$ cat src/rtl/turbo_pkg.sv
// Shared turbo decoder constants: word sizes, the
// info-block permutation and the exchange FSM encoding.
package turbo_pkg;

  localparam int LLR_BITS = 13;
  localparam int N_EXT    = 7;
  localparam int N_INFO   = 5;

  // out[i] = e[PI[i]] when interleaving; PI_INV undoes it
  localparam logic [2:0] PI [N_INFO] = '{
    3'd3, 3'd0, 3'd4, 3'd1, 3'd2
  };
  localparam logic [2:0] PI_INV [N_INFO] = '{
    3'd1, 3'd3, 3'd4, 3'd0, 3'd2
  };

  typedef enum logic [1:0] {
    ST_IDLE,
    ST_COMPUTE,
    ST_PERMUTE,
    ST_OUTPUT
  } state_t;

endpackage

$ cat src/rtl/llr_sat_sub.sv
// One-stage pipelined e = L - A - S with saturation back
// to the LLR word range; shared across trellis steps.
module llr_sat_sub #(
  parameter int W = 13
) (
  input  logic         clk_i,
  input  logic         reset_n_i,
  input  logic         i_valid,
  input  logic [W-1:0] i_l,
  input  logic [W-1:0] i_a,
  input  logic [3:0]   i_s,
  output logic         o_valid,
  output logic [W-1:0] o_e
);

  localparam logic signed [W+1:0] SMAX =
    {3'b000, {(W-1){1'b1}}};
  localparam logic signed [W+1:0] SMIN =
    {3'b111, {(W-1){1'b0}}};

  logic signed [W+1:0] w_l;
  logic signed [W+1:0] w_a;
  logic signed [W+1:0] w_s;
  logic signed [W+1:0] w_diff;
  logic [W-1:0]        w_sat;

  assign w_l = {{2{i_l[W-1]}}, i_l};
  assign w_a = {{2{i_a[W-1]}}, i_a};
  assign w_s = {{(W-2){i_s[3]}}, i_s};
  assign w_diff = w_l - w_a - w_s;

  always_comb begin
    w_sat = w_diff[W-1:0];
    if (w_diff > SMAX) w_sat = SMAX[W-1:0];
    if (w_diff < SMIN) w_sat = SMIN[W-1:0];
  end

  always_ff @(posedge clk_i or negedge reset_n_i) begin
    if (!reset_n_i) begin
      o_valid <= 1'b0;
      o_e     <= '0;
    end else begin
      o_valid <= i_valid;
      if (i_valid) o_e <= w_sat;
    end
  end

endmodule

$ cat src/rtl/extrinsic_exchange.sv
// Extrinsic LLR exchange between SISO passes: subtract
// a-priori and systematic terms, permute, hand off.
module extrinsic_exchange #(
  parameter int LLR_BITS = turbo_pkg::LLR_BITS,
  parameter int N_EXT    = turbo_pkg::N_EXT,
  parameter int N_INFO   = turbo_pkg::N_INFO
) (
  input  logic                      clk_i,
  input  logic                      reset_n_i,
  input  logic                      siso_done_i,
  input  logic [N_EXT*LLR_BITS-1:0] llr_i,
  input  logic [N_EXT*LLR_BITS-1:0] apriori_i,
  input  logic [4*N_EXT-1:0]        sys_i,
  input  logic                      deint_i,
  input  logic                      ext_ready_i,
  output logic [N_EXT*LLR_BITS-1:0] ext_o,
  output logic                      ext_valid_o,
  output logic [N_INFO-1:0]         hard_o,
  output logic                      busy_o,
  output logic                      overrun_o
);

  import turbo_pkg::*;

  localparam int KW = $clog2(N_EXT);

  state_t              r_state;
  logic [KW-1:0]       r_k;
  logic [KW-1:0]       r_wk;
  logic [LLR_BITS-1:0] r_l [N_EXT];
  logic [LLR_BITS-1:0] r_a [N_EXT];
  logic [3:0]          r_s [N_EXT];
  logic [LLR_BITS-1:0] r_e [N_EXT];
  logic [N_EXT-1:0]    r_hk;
  logic                r_deint;
  logic [N_EXT*LLR_BITS-1:0] r_ext;
  logic [N_INFO-1:0]   r_hard;
  logic                r_valid;
  logic                r_busy;
  logic                r_overrun;

  logic                w_cap;
  logic                w_issue;
  logic                w_sub_v;
  logic [LLR_BITS-1:0] w_sub_e;
  logic [N_EXT*LLR_BITS-1:0] w_perm;
  logic [N_INFO-1:0]   w_hard;

  assign w_issue = (r_state == ST_COMPUTE);
  assign w_cap   = siso_done_i &&
                   ((r_state == ST_IDLE) ||
                    ((r_state == ST_OUTPUT) && ext_ready_i));

  llr_sat_sub #(
    .W (LLR_BITS)
  ) u_sub (
    .clk_i     (clk_i),
    .reset_n_i (reset_n_i),
    .i_valid   (w_issue),
    .i_l       (r_l[r_k]),
    .i_a       (r_a[r_k]),
    .i_s       (r_s[r_k]),
    .o_valid   (w_sub_v),
    .o_e       (w_sub_e)
  );

  // Tail elements never carry extrinsic info: left at zero
  always_comb begin
    w_perm = '0;
    w_hard = '0;
    for (int i = 0; i < N_INFO; i++) begin
      if (r_deint)
        w_perm[(N_EXT-1-i)*LLR_BITS +: LLR_BITS] =
          r_e[PI_INV[i]];
      else
        w_perm[(N_EXT-1-i)*LLR_BITS +: LLR_BITS] =
          r_e[PI[i]];
      w_hard[N_INFO-1-i] = r_hk[i];
    end
  end

  always_ff @(posedge clk_i or negedge reset_n_i) begin
    if (!reset_n_i) begin
      r_deint <= 1'b0;
      for (int i = 0; i < N_EXT; i++) begin
        r_l[i] <= '0;
        r_a[i] <= '0;
        r_s[i] <= '0;
        r_e[i] <= '0;
      end
    end else begin
      if (w_cap) begin
        r_deint <= deint_i;
        for (int i = 0; i < N_EXT; i++) begin
          r_l[i] <= llr_i[(N_EXT-1-i)*LLR_BITS +: LLR_BITS];
          r_a[i] <= apriori_i[(N_EXT-1-i)*LLR_BITS +: LLR_BITS];
          r_s[i] <= sys_i[(N_EXT-1-i)*4 +: 4];
        end
      end
      if (w_sub_v) r_e[r_wk] <= w_sub_e;
    end
  end

  always_ff @(posedge clk_i or negedge reset_n_i) begin
    if (!reset_n_i) begin
      r_state   <= ST_IDLE;
      r_k       <= '0;
      r_wk      <= '0;
      r_hk      <= '0;
      r_ext     <= '0;
      r_hard    <= '0;
      r_valid   <= 1'b0;
      r_busy    <= 1'b0;
      r_overrun <= 1'b0;
    end else begin
      if (siso_done_i && !w_cap && (r_state != ST_IDLE))
        r_overrun <= 1'b1;
      unique case (r_state)
        ST_IDLE: begin
          if (w_cap) begin
            r_k     <= '0;
            r_busy  <= 1'b1;
            r_state <= ST_COMPUTE;
          end
        end
        ST_COMPUTE: begin
          r_wk      <= r_k;
          r_hk[r_k] <= ~r_l[r_k][LLR_BITS-1];
          if (r_k == KW'(N_EXT-1))
            r_state <= ST_PERMUTE;
          else
            r_k <= r_k + 1'b1;
        end
        ST_PERMUTE: begin
          // wait for the last pipelined result to land
          if (!w_sub_v) begin
            r_ext   <= w_perm;
            r_hard  <= w_hard;
            r_valid <= 1'b1;
            r_state <= ST_OUTPUT;
          end
        end
        ST_OUTPUT: begin
          if (ext_ready_i) begin
            r_valid <= 1'b0;
            if (w_cap) begin
              r_k     <= '0;
              r_state <= ST_COMPUTE;
            end else begin
              r_busy  <= 1'b0;
              r_state <= ST_IDLE;
            end
          end
        end
        default: begin
          r_busy  <= 1'b0;
          r_state <= ST_IDLE;
        end
      endcase
    end
  end

  assign ext_o       = r_ext;
  assign hard_o      = r_hard;
  assign ext_valid_o = r_valid;
  assign busy_o      = r_busy;
  assign overrun_o   = r_overrun;

endmodule
$ cat config.mk
export PLATFORM = sky130hd
export DESIGN_NAME = extrinsic_exchange
export DESIGN_NICKNAME = d
export VERILOG_FILES = /design/src/rtl/turbo_pkg.sv /design/src/rtl/llr_sat_sub.sv /design/src/rtl/extrinsic_exchange.sv
export SDC_FILE = /design/constraint.sdc
export NUM_CORES = 1
export LEC_CHECK = 0
export CAP_MARGIN = 20
export CORE_UTILIZATION = 39
export DETAILED_ROUTE_END_ITERATION = 16
export GPL_ROUTABILITY_DRIVEN = 0
export GPL_TIMING_DRIVEN = 0
export PLACE_DENSITY = 0.72
export REMOVE_ABC_BUFFERS = 1
export SKIP_LAST_GASP = 1
export SLEW_MARGIN = 20
export SYNTH_ARGS = -nofsm -noshare
export SYNTH_HDL_FRONTEND = slang
export SYNTH_SLANG_ARGS = --single-unit
export TNS_END_PERCENT = 5
$ cat constraint.sdc
create_clock -name clk_i -period 14.8 [get_ports clk_i]
set_input_delay 2.96 -clock clk_i [delete_from_list [all_inputs] [get_ports clk_i]]
set_output_delay 2.96 -clock clk_i [all_outputs]
set_load 0.05 [all_outputs]
==> results.txt <==
Placed Area -> 21100 µm²
total CTS buffers -> 41
Post-Synth Simple-Gate Area -> 3.45%
# DRC -> 0
GRT Total Usage -> 18.6%
Slew @ Worst Pin -> 1.05 ns
fillers -> 3752
largest stage delay on the critical path -> 0.89 ns
synthesized area -> 17300 µm²
Tcrit/Tclk final -> 39.4%
antenna-violating nets left -> 0
Initial Utilization -> 39.9%
Worst Setup Start Kind -> flip-flop
row cnt -> 76
first-pass detailed-route iteration total -> 4
Post-CTS Hold Fix Bufs -> 0
FF-to-FF Start -> r_k[2]
status -> finished clean
CTS tree -> done
Skew-Pair Late Insertion Delay -> 0.56 ns
# setup viols final -> 0
CP max stage cell -> nor2b_1
Hold Startpoint -> overrun_o
maximum clock frequency -> 171 MHz
Adder-Cell Fraction of Synth Area -> 3.02%
postcts setup bufs -> 0
Netlist cell types -> 54
Clock Tree Root -> clkbuf_16
initial detailed-routing violation count -> 548
Max-Cap Viols -> 0
initial antenna violation count -> 4
ys flop type -> dfrtp_1
syn avg cell area -> 13.5 µm²
Synth area leaders -> dfrtp_1, mux2_2, mux2i_1
top-count cell post-synth -> dfrtp_1
arrival time at the worst endpoint -> 6.24 ns
first-pass GRT wire length -> 64800 µm
Die Y -> 213 µm
RSZ-0062 raised after global routing -> false
r2r setup slk -> 8.96 ns
multiplexer area fraction after synthesis -> 27.7%
port bufs -> 287
Slew Viols, Final -> 0
number of synthesized flops with an enable pin -> 0
crit-path max FO -> 19
Async SR Flop Fraction -> 100%
fin nets -> 1810
via count -> 11.1k
Die Width -> 213 µm
Final Instance Area -> 22300 µm²
Hold Vio Cnt, Final -> 0
register bit total from synthesis -> 376
clock tree buffer depth -> 3
CP Data Required Time -> 15.20 ns
mean routed wirelength per cell -> 19.0 µm
Yosys top cell area share -> 54.3%
part of the Yosys area used for sequential elements -> 54.3%
Register Area -> 9420 µm²
grt total ovfl -> 0
vias per inst -> 5.09
Critical Path End Type -> flip-flop
Clk pin slew, worst setup/hold paths -> 0.07 ns
Post-synth top cells -> dfrtp_1, mux2_2, o21ai_0
Area Overhead vs Synth -> 28.8%
Synth Area in XOR/XNOR -> 0.455%
Multi-input gate area -> 7470 µm²
CTS Sinks -> 376
number of global-route vias before repair -> 11.8k
largest net degree at the start of global routing -> 100
largest family of logic cells by synthesized area -> multiplexers
CP Cell Sequence -> nor2b_1 -> a221oi_1 -> o21ai_0 -> fa_1 -> inv_1 -> fa_1 -> nand2b_1 -> a21oi_1 -> o21ai_1 -> o41a_1 -> nand2b_1 -> nor4b_1 -> nor3_2 -> a211oi_1 -> o2bb2ai_1
# H-tree levels -> 2
final WL -> 41300 µm
share of cells above drive strength 1 -> 28.7%
Worst Hold Class -> reg -> reg
Compound-Gate Fraction of Synth Area -> 7.67%
Yosys top cell by area -> dfrtp_1
Yosys Warn Count -> 0
Core ar. -> 43500 µm²
Critical Path Start -> r_k[2]
# IOs -> 314
Post-DP HPWL -> 29700 µm
Max Clock Skew -> 0.0228 ns
Slew headroom -> 29.6%
cts repair resizes -> 0
critical path class -> reg -> reg
die area -> 45300 µm²
Period minus WS final -> 5.84 ns
Gate Count Post-Synth -> 1286
## placed cells by master (no fill, tap or decap), drive strengths merged, types with 12 or more instances in the layout
cell type	instances
dfrtp	376
mux2	321
clkdlybuf4s50	286
o21ai	75
nand2	69
mux2i	66
clkbuf	62
a21oi	48
nor2	33
conb	26
buf	24
mux4	23
inv	22
ha	21
o211ai	15
a221oi	14
fa	13
o2bb2ai	12
## kinds of logic (layout without fill, tap and decap cells)
kind of cell / Yosys count / after routing
buffers and inverters: 123 / 402
and+or+nand+nor: 138 / 138
xor gates and xnor gates: 9 / 9
DFF: 376 / 376
other: 1 / 27
adders and majority gates: 34 / 34
muxes: 410 / 410
AOI/OAI and AO/OA: 195 / 195
## path summary, 6_finish.rpt
kind,to,depth (start not counted)
min in group asynchronous,ext_o[81],1
max reg2reg,u_sub.o_e[11],15
min,overrun_o,1
max in group asynchronous,r_a[19],3
max,u_sub.o_e[11],15
min reg2reg,overrun_o,1
## layer usage
metal	track usage, %	up-vias	wire length (µm)
met1	23.2	5566	17400
met3	5.19	66	2820
li1	-	5136	-
met4	6.43	4	980
met2	31.1	293	20100
met5	0	-	25
## worst max-delay path: cells and delay by family (launching register included)
kind | cells | cell delay [ns]
AND/OR/NAND/NOR | 5 | 1.97
AO/OA/AOI/OAI | 7 | 2.16
buffers and inverters | 1 | 0.08
flip-flops | 1 | 0.64
adder cells (fa/ha/maj) | 2 | 0.80
## flip-flops by register name (all words and copies together), names as in the netlist
register and count:
r_a 91, r_l 91, ext_o 65, r_e 65, r_s 28, u_sub.o_e 13, hard_o 5, r_hk 5
r_k 3, r_wk 3, r_state 2, busy_o 1, ext_valid_o 1, overrun_o 1, r_deint 1, u_sub.o_valid 1
## cell type report
class | count | share of cell area (%)
Clock buffer | 62 | 5.31
Inverter | 20 | 0.337
Tap cell | 585 | 3.28
Multi-Input combinational cell | 812 | 33.5
Antenna cell | 1 | 0.0112
Sequential cell | 376 | 42.2
Timing Repair Buffer | 310 | 15.1
Clock inverter | 10 | 0.280
## per-stage QoR
stage               utilization [%]  hold slack (ns)  setup slack, ns  setup TNS (ns)  std cells
finish                         51.3            0.460             8.96               0       2176
global route                   51.3            0.470             8.65               0       2176
CTS                            51.3            0.467             8.70               0       2175
detailed placement             48.4            0.455             8.76               0       2103
global placement               47.2            0.443            -5.43        -2812.12       2080
floorplan                         -            0.441            0.823               0       1208
Power is left out: the tool's default activity adds up to more than one toggle a clock period on the data nets, which glitch-free logic cannot reach.
